[config.mk]
export PLATFORM = sky130hd
export DESIGN_NAME = mac_gated_row_flat
export DESIGN_NICKNAME = d
export VERILOG_FILES = /design/src/rtl/mac_gated_row_if.sv /design/src/rtl/mac_gated_row.sv /design/src/flat_wrapper.sv
export SDC_FILE = /design/constraint.sdc
export NUM_CORES = 2
export LEC_CHECK = 0
export ABC_AREA = 1
export CORE_MARGIN = 2
export CORE_UTILIZATION = 45
export DETAILED_ROUTE_END_ITERATION = 12
export SKIP_CTS_REPAIR_TIMING = 1
export SYNTH_ARGS = -nofsm -noshare
export SYNTH_HDL_FRONTEND = slang
export SYNTH_SLANG_ARGS = --single-unit
[constraint.sdc]
create_clock -name clk -period 7.84 [get_ports clk]
set_input_delay 0.784 -clock clk [delete_from_list [all_inputs] [get_ports clk]]
set_output_delay 0.784 -clock clk [all_outputs]
set_load 0.02 [all_outputs]
[src/rtl/mac_gated_row_if.sv]
// Request/response bundle between the upstream input pipeline and mac_gated_row.
interface mac_gated_row_if;
  logic [63:0] in_in;         // eight byte lanes: weights on load, activations on execute
  logic [1:0]  inst_in;       // [1] execute, [0] load
  logic [7:0]  q_zero_in;     // per-lane activation-is-zero flag
  logic [23:0] psum_out;      // signed accumulated partial sum
  logic        psum_valid;    // one-cycle pulse when psum_out updates
  logic [3:0]  lanes_active;  // enabled lanes of the last accepted execute
  logic [15:0] gated_cnt;     // saturating count of skipped lane-cycles
  logic        err;           // sticky protocol error

  modport master (
    output in_in, inst_in, q_zero_in,
    input  psum_out, psum_valid, lanes_active, gated_cnt, err
  );

  modport slave (
    input  in_in, inst_in, q_zero_in,
    output psum_out, psum_valid, lanes_active, gated_cnt, err
  );
endinterface

[src/rtl/mac_gated_row.sv]
// Eight-lane zero-gated MAC row: per-lane weight/product registers plus a
// two-stage reduce/accumulate pipeline under a three-state control FSM.

// One lane: holds a signed weight, its zero flag, and the stage-1 product.
module mac_gated_row_lane (
  input  logic               clk,
  input  logic               rst,
  input  logic               i_load,   // latch i_data as the weight
  input  logic               i_exec,   // accepted execute this edge
  input  logic [7:0]         i_data,
  input  logic               i_qz,     // activation flagged zero upstream
  output logic               o_en,     // lane participates in this execute
  output logic signed [16:0] o_pm      // masked stage-1 product
);
  logic signed [7:0]  r_w;
  logic               r_wz;
  logic signed [16:0] r_p;
  logic               r_m;
  logic signed [16:0] w_a;
  logic signed [16:0] w_b;
  logic signed [16:0] w_prod;

  // Unsigned activation times signed weight; 17 bits holds every result.
  assign w_a    = {9'b0, i_data};
  assign w_b    = {{9{r_w[7]}}, r_w};
  assign w_prod = w_a * w_b;

  // Upstream zero flag is trusted over the actual byte value.
  assign o_en = !i_qz && !r_wz;

  // Weight and its zero flag, captured on load.
  always_ff @(posedge clk or posedge rst) begin
    if (rst) begin
      r_w  <= '0;
      r_wz <= 1'b0;
    end else if (i_load) begin
      r_w  <= i_data;
      r_wz <= (i_data == 8'h00);
    end
  end

  // Product only toggles for enabled lanes; disabled lanes hold and get masked.
  always_ff @(posedge clk or posedge rst) begin
    if (rst) begin
      r_p <= '0;
      r_m <= 1'b0;
    end else if (i_exec) begin
      r_m <= o_en;
      if (o_en) r_p <= w_prod;
    end
  end

  assign o_pm = r_m ? r_p : '0;
endmodule

// Row top: control FSM, lane array, reduction and accumulator.
module mac_gated_row (
  input  logic            clk,
  input  logic            reset,
  mac_gated_row_if.slave  bus
);
  localparam int NUM_LANES = 8;
  localparam int VEC_W     = 8;
  localparam int PROD_W    = 17;
  localparam int SUM_W     = 20;
  localparam int PSUM_W    = 24;

  typedef enum logic [1:0] {S_EMPTY, S_READY, S_ACC} state_t;

  state_t r_state;
  state_t w_state_nxt;

  logic w_load;       // load accepted (2'b11 is execute-only)
  logic w_exec_ok;    // execute accepted (weights present)
  logic w_first;      // execute opens a fresh accumulation
  logic w_err_set;    // protocol violation this cycle

  logic [NUM_LANES-1:0]             w_en;
  logic [NUM_LANES-1:0][PROD_W-1:0] w_pm;
  logic [3:0]                       w_cnt;
  logic signed [SUM_W-1:0]          w_sum;
  logic [16:0]                      w_gated_nxt;

  logic [1:0]        r_vld_pipe;   // [0] products registered, [1] psum_valid
  logic              r_first;      // first-since-load flag riding with stage 1
  logic [PSUM_W-1:0] r_psum;
  logic [3:0]        r_lanes;
  logic [15:0]       r_gated;
  logic              r_err;

  // FSM state register.
  always_ff @(posedge clk or posedge reset) begin
    if (reset) r_state <= S_EMPTY;
    else       r_state <= w_state_nxt;
  end

  // FSM next state: load always re-arms, first execute opens accumulation.
  always_comb begin
    w_state_nxt = r_state;
    case (r_state)
      S_EMPTY: if (w_load) w_state_nxt = S_READY;
      S_READY: if (w_load) w_state_nxt = S_READY;
               else if (w_exec_ok) w_state_nxt = S_ACC;
      S_ACC:   if (w_load) w_state_nxt = S_READY;
      default: w_state_nxt = S_EMPTY;
    endcase
  end

  // FSM outputs: instruction decode qualified by state.
  always_comb begin
    w_load    = (bus.inst_in == 2'b01);
    w_exec_ok = bus.inst_in[1] && (r_state != S_EMPTY);
    w_first   = (r_state == S_READY);
    w_err_set = (bus.inst_in == 2'b11) || (bus.inst_in[1] && (r_state == S_EMPTY));
  end

  for (genvar g = 0; g < NUM_LANES; g++) begin : g_lane
    mac_gated_row_lane u_lane (
      .clk    (clk),
      .rst    (reset),
      .i_load (w_load),
      .i_exec (w_exec_ok),
      .i_data (bus.in_in[VEC_W*g +: VEC_W]),
      .i_qz   (bus.q_zero_in[g]),
      .o_en   (w_en[g]),
      .o_pm   (w_pm[g])
    );
  end

  // Count of lanes enabled for the execute on the bus.
  always_comb begin
    w_cnt = '0;
    for (int i = 0; i < NUM_LANES; i++) w_cnt = w_cnt + {3'b0, w_en[i]};
  end

  // Reduction of masked stage-1 products, sign-extended to 20 bits.
  always_comb begin
    w_sum = '0;
    for (int i = 0; i < NUM_LANES; i++)
      w_sum = w_sum + {{(SUM_W-PROD_W){w_pm[i][PROD_W-1]}}, w_pm[i]};
  end

  assign w_gated_nxt = {1'b0, r_gated} + {13'b0, 4'd8 - w_cnt};

  // Stage 1 bookkeeping: valid shift, first flag, lane stats, gating count.
  always_ff @(posedge clk or posedge reset) begin
    if (reset) begin
      r_vld_pipe <= '0;
      r_first    <= 1'b0;
      r_lanes    <= '0;
      r_gated    <= '0;
    end else begin
      r_vld_pipe <= {r_vld_pipe[0], w_exec_ok};
      if (w_exec_ok) begin
        r_first <= w_first;
        r_lanes <= w_cnt;
        r_gated <= w_gated_nxt[16] ? 16'hFFFF : w_gated_nxt[15:0];
      end
    end
  end

  // Stage 2: restart or accumulate with plain 24-bit wraparound.
  always_ff @(posedge clk or posedge reset) begin
    if (reset) begin
      r_psum <= '0;
    end else if (r_vld_pipe[0]) begin
      if (r_first) r_psum <= {{(PSUM_W-SUM_W){w_sum[SUM_W-1]}}, w_sum};
      else         r_psum <= r_psum + {{(PSUM_W-SUM_W){w_sum[SUM_W-1]}}, w_sum};
    end
  end

  // Sticky protocol error.
  always_ff @(posedge clk or posedge reset) begin
    if (reset)          r_err <= 1'b0;
    else if (w_err_set) r_err <= 1'b1;
  end

  assign bus.psum_out     = r_psum;
  assign bus.psum_valid   = r_vld_pipe[1];
  assign bus.lanes_active = r_lanes;
  assign bus.gated_cnt    = r_gated;
  assign bus.err          = r_err;
endmodule
[src/flat_wrapper.sv]
// flat-port wrapper written by rule: the top's interface ports become plain ports
module mac_gated_row_flat 
  (clk, reset, bus_in_in, bus_inst_in, bus_q_zero_in, bus_psum_out, bus_psum_valid, bus_lanes_active, bus_gated_cnt, bus_err);
  mac_gated_row_if bus_i ();
  input  logic clk;
  input  logic reset;
  input wire logic [$bits(bus_i.in_in)-1:0] bus_in_in;
  input wire logic [$bits(bus_i.inst_in)-1:0] bus_inst_in;
  input wire logic [$bits(bus_i.q_zero_in)-1:0] bus_q_zero_in;
  output wire logic [$bits(bus_i.psum_out)-1:0] bus_psum_out;
  output wire logic [$bits(bus_i.psum_valid)-1:0] bus_psum_valid;
  output wire logic [$bits(bus_i.lanes_active)-1:0] bus_lanes_active;
  output wire logic [$bits(bus_i.gated_cnt)-1:0] bus_gated_cnt;
  output wire logic [$bits(bus_i.err)-1:0] bus_err;
  assign bus_i.in_in = bus_in_in;
  assign bus_i.inst_in = bus_inst_in;
  assign bus_i.q_zero_in = bus_q_zero_in;
  assign bus_psum_out = bus_i.psum_out;
  assign bus_psum_valid = bus_i.psum_valid;
  assign bus_lanes_active = bus_i.lanes_active;
  assign bus_gated_cnt = bus_i.gated_cnt;
  assign bus_err = bus_i.err;
  mac_gated_row u_core (.clk(clk), .reset(reset), .bus(bus_i));
endmodule
==> results.ini <==
[cells_and_area]
layout-drive-gt1-share = 0.0315
fillers = 7737
area_growth_pct = 8.65
final_common_cell = nand2_1
post-route-util = 0.492
final_cell_mix = 1318 x nand2_1, 1090 x inv_1, 415 x ha_1
fin_nets = 5493

[worst_setup_path]
rr_endpoint = u_core.bus.psum_out[23]
setup.worst_path.start_class = flop
timing.rr.start = u_core.g_lane[1].u_lane.r_m
crit_end = u_core.bus.psum_out[23]
timing.critical_path.to_type = flop
crit_fanout = 18
crit_start = u_core.g_lane[1].u_lane.r_m
ff2ff_path_depth = 33
slowest_stage = dfrtp_1
cpPeakStageDelay_ps = 610
crit_arrival_ps = 6690
r2r_setup_slack_ps = 1590
required_ps = 8280
critPathKind = reg2reg

[floorplanning]
die_x_um = 283
initial_utilization = 0.453
die_y_um = 283
ios = 122
core_area_um2 = 77100
dieArea_um2 = 79800
rows = 102

[clocking]
clk-insertion-delay-late_ps = 580
root_buffer = clkbuf_16
h-tree-depth = 2
cts_made_buffers = 36
clk_pin_slew_ps = 60
cts.sink_count = 266
cts_tree = yes
clock_path_buffers = 3

[min_path]
hold_class = reg2reg
whs_path_depth = 2

[detailed_routing]
drtAntennaViolNets = 0
dr.pass1.iters = 5
vias = 27500
drtIter0Drc = 1771
routedWlPerCell_um = 15.1
routed_via_density = 4.85
wirelength_um = 85700
drc = 0

[yosys]
ys.flop_type = dfrtp_1
yosysTopAreaCell = fa_1
muxShareOfSynthArea = 0
postSynthCellCount = 4625
ys_seq_area_frac = 0.191
syn_area_per_cell_um2 = 7.55
yosys-top-cells-area = fa_1 22%, dfrtp_1 19%, ha_1 15%
ys_types = 51
synth-seq-cells = 266
synth_area_um2 = 34900
synth_fa_ha_area_frac = 0.372
synth_warnings = 0
synth_top_family_by_area = adder cells
synth_edf_count = 0
synth_compound_area_frac = 0.0719
ys_async_sr_fraction = 1.00
synth_xor_area_frac = 0.0273
syn_nets = 5506
yosys.area_share.simple = 0.198
synth_top_cell_area_share = 0.224

[global_routing]
grt_antenna_before_repair = 4
first_global_vias = 27700
grt-ovfl-total = 0
grt_pass1_wl_um = 143000
grt_usage = 0.224
grt_max_degree = 141

[timing]
relSlewSlack = 0.412
finalSetupTns_ps = 0
drv_slew = 0
rsz0062_at_grt = no
worst-slew-pin-transition_ps = 883
setup_viol = 0
skew_ps = 37.1
finalCritPeriodShare = 0.797
hold_viol_final = 0
fmax_mhz = 160
setup_ws_ps = 1590
period_needed_ps = 6250
worst_hold_slack_ps = 475

[placed_design]
io_buffers = 121
hpwlAfterDp_um = 69600
dp_slack_ps = 1620
finalWeightedCongestion = 0.943

[outcome]
status = complete, no violations

[job]
max-cap-violations = 0

-- final cells by class --
class | count | area, um^2 | share of cell area
multi-input cells | 3071 | 23400 | 0.616
diodes | 1 | 2.50 | 0.0000660
inverters | 1108 | 4160 | 0.110
flip-flops and latches | 266 | 6660 | 0.175
repair buffers | 129 | 1280 | 0.0338
well taps | 1040 | 1300 | 0.0343
clock inverters | 15 | 145 | 0.00383
clock buffers | 46 | 1000 | 0.0264
-- flip-flops by register name, indices dropped and copies added (netlist names) --
name,count
u_core.bus.err,1
u_core.bus.gated_cnt,16
u_core.bus.lanes_active,4
u_core.bus.psum_out,24
u_core.g_lane.u_lane.r_m,8
u_core.g_lane.u_lane.r_p,136
u_core.g_lane.u_lane.r_w,64
u_core.g_lane.u_lane.r_wz,8
u_core.r_first,1
u_core.r_state,2
u_core.r_vld_pipe,2
-- synthesized netlist by cell type, drive strengths merged, types with 19 or more instances --
cell type     n
inv        1107
buf          19
a31oi        25
nand4        32
fa          390
or2          23
o21ai       216
xor2         83
nand3       118
dfrtp       266
a21oi       160
ha          415
nand2      1329
clkbuf      161
xnor2        26
nor2        151
nor3         30
-- how the worst min path moves through the flow --
| stage | start | to | slack [ps] |
|---|---|---|---|
| detailed placement | u_core.g_lane[2].u_lane.r_p[4] | u_core.g_lane[2].u_lane.r_p[4] | 460 |
| global route | u_core.g_lane[3].u_lane.r_wz | u_core.g_lane[3].u_lane.r_wz | 500 |
| global placement | u_core.g_lane[2].u_lane.r_p[4] | u_core.g_lane[2].u_lane.r_p[4] | 460 |
| CTS | u_core.g_lane[2].u_lane.r_p[4] | u_core.g_lane[2].u_lane.r_p[4] | 480 |
| floorplan | u_core.r_vld_pipe[0] | u_core.r_vld_pipe[1] | 400 |
| finish | u_core.g_lane[2].u_lane.r_p[4] | u_core.g_lane[2].u_lane.r_p[4] | 480 |
-- stage by stage --
step | instances | instance area, um^2
6_report | 5676 | 37900
3_5_place_dp | 5614 | 36800
5_1_grt | 5676 | 37900
3_3_place_gp | 5614 | 36800
2_1_floorplan | 4625 | 34900
4_1_cts | 5675 | 37900
-- routing by layer --
metal	GRT usage	vias up	wire length, um
met5	0	-	38
met4	0.0402	6	1360
met3	0.0208	85	2730
met2	0.378	413	40900
met1	0.314	13200	40700
li1	-	13900	-
-- worst max-delay path: cells and delay by family, from the launching register on --
kind / cells / cell delay (ps)
adder cells (fa/ha/maj): 5 / 1900
flip-flops: 1 / 610
AND/OR/NAND/NOR: 17 / 2170
XOR/XNOR: 1 / 190
AO/OA/AOI/OAI: 5 / 880
buffers and inverters: 5 / 380
-- cell families after synthesis --
group           Yosys count
xor+xnor                109
buf+inv                1288
fa+ha+maj               805
simple gates           1701
compound gates          456
flops                   266
Power is left out: the tool's default activity adds up to more than one toggle a clock period on the data nets, which glitch-free logic cannot reach.
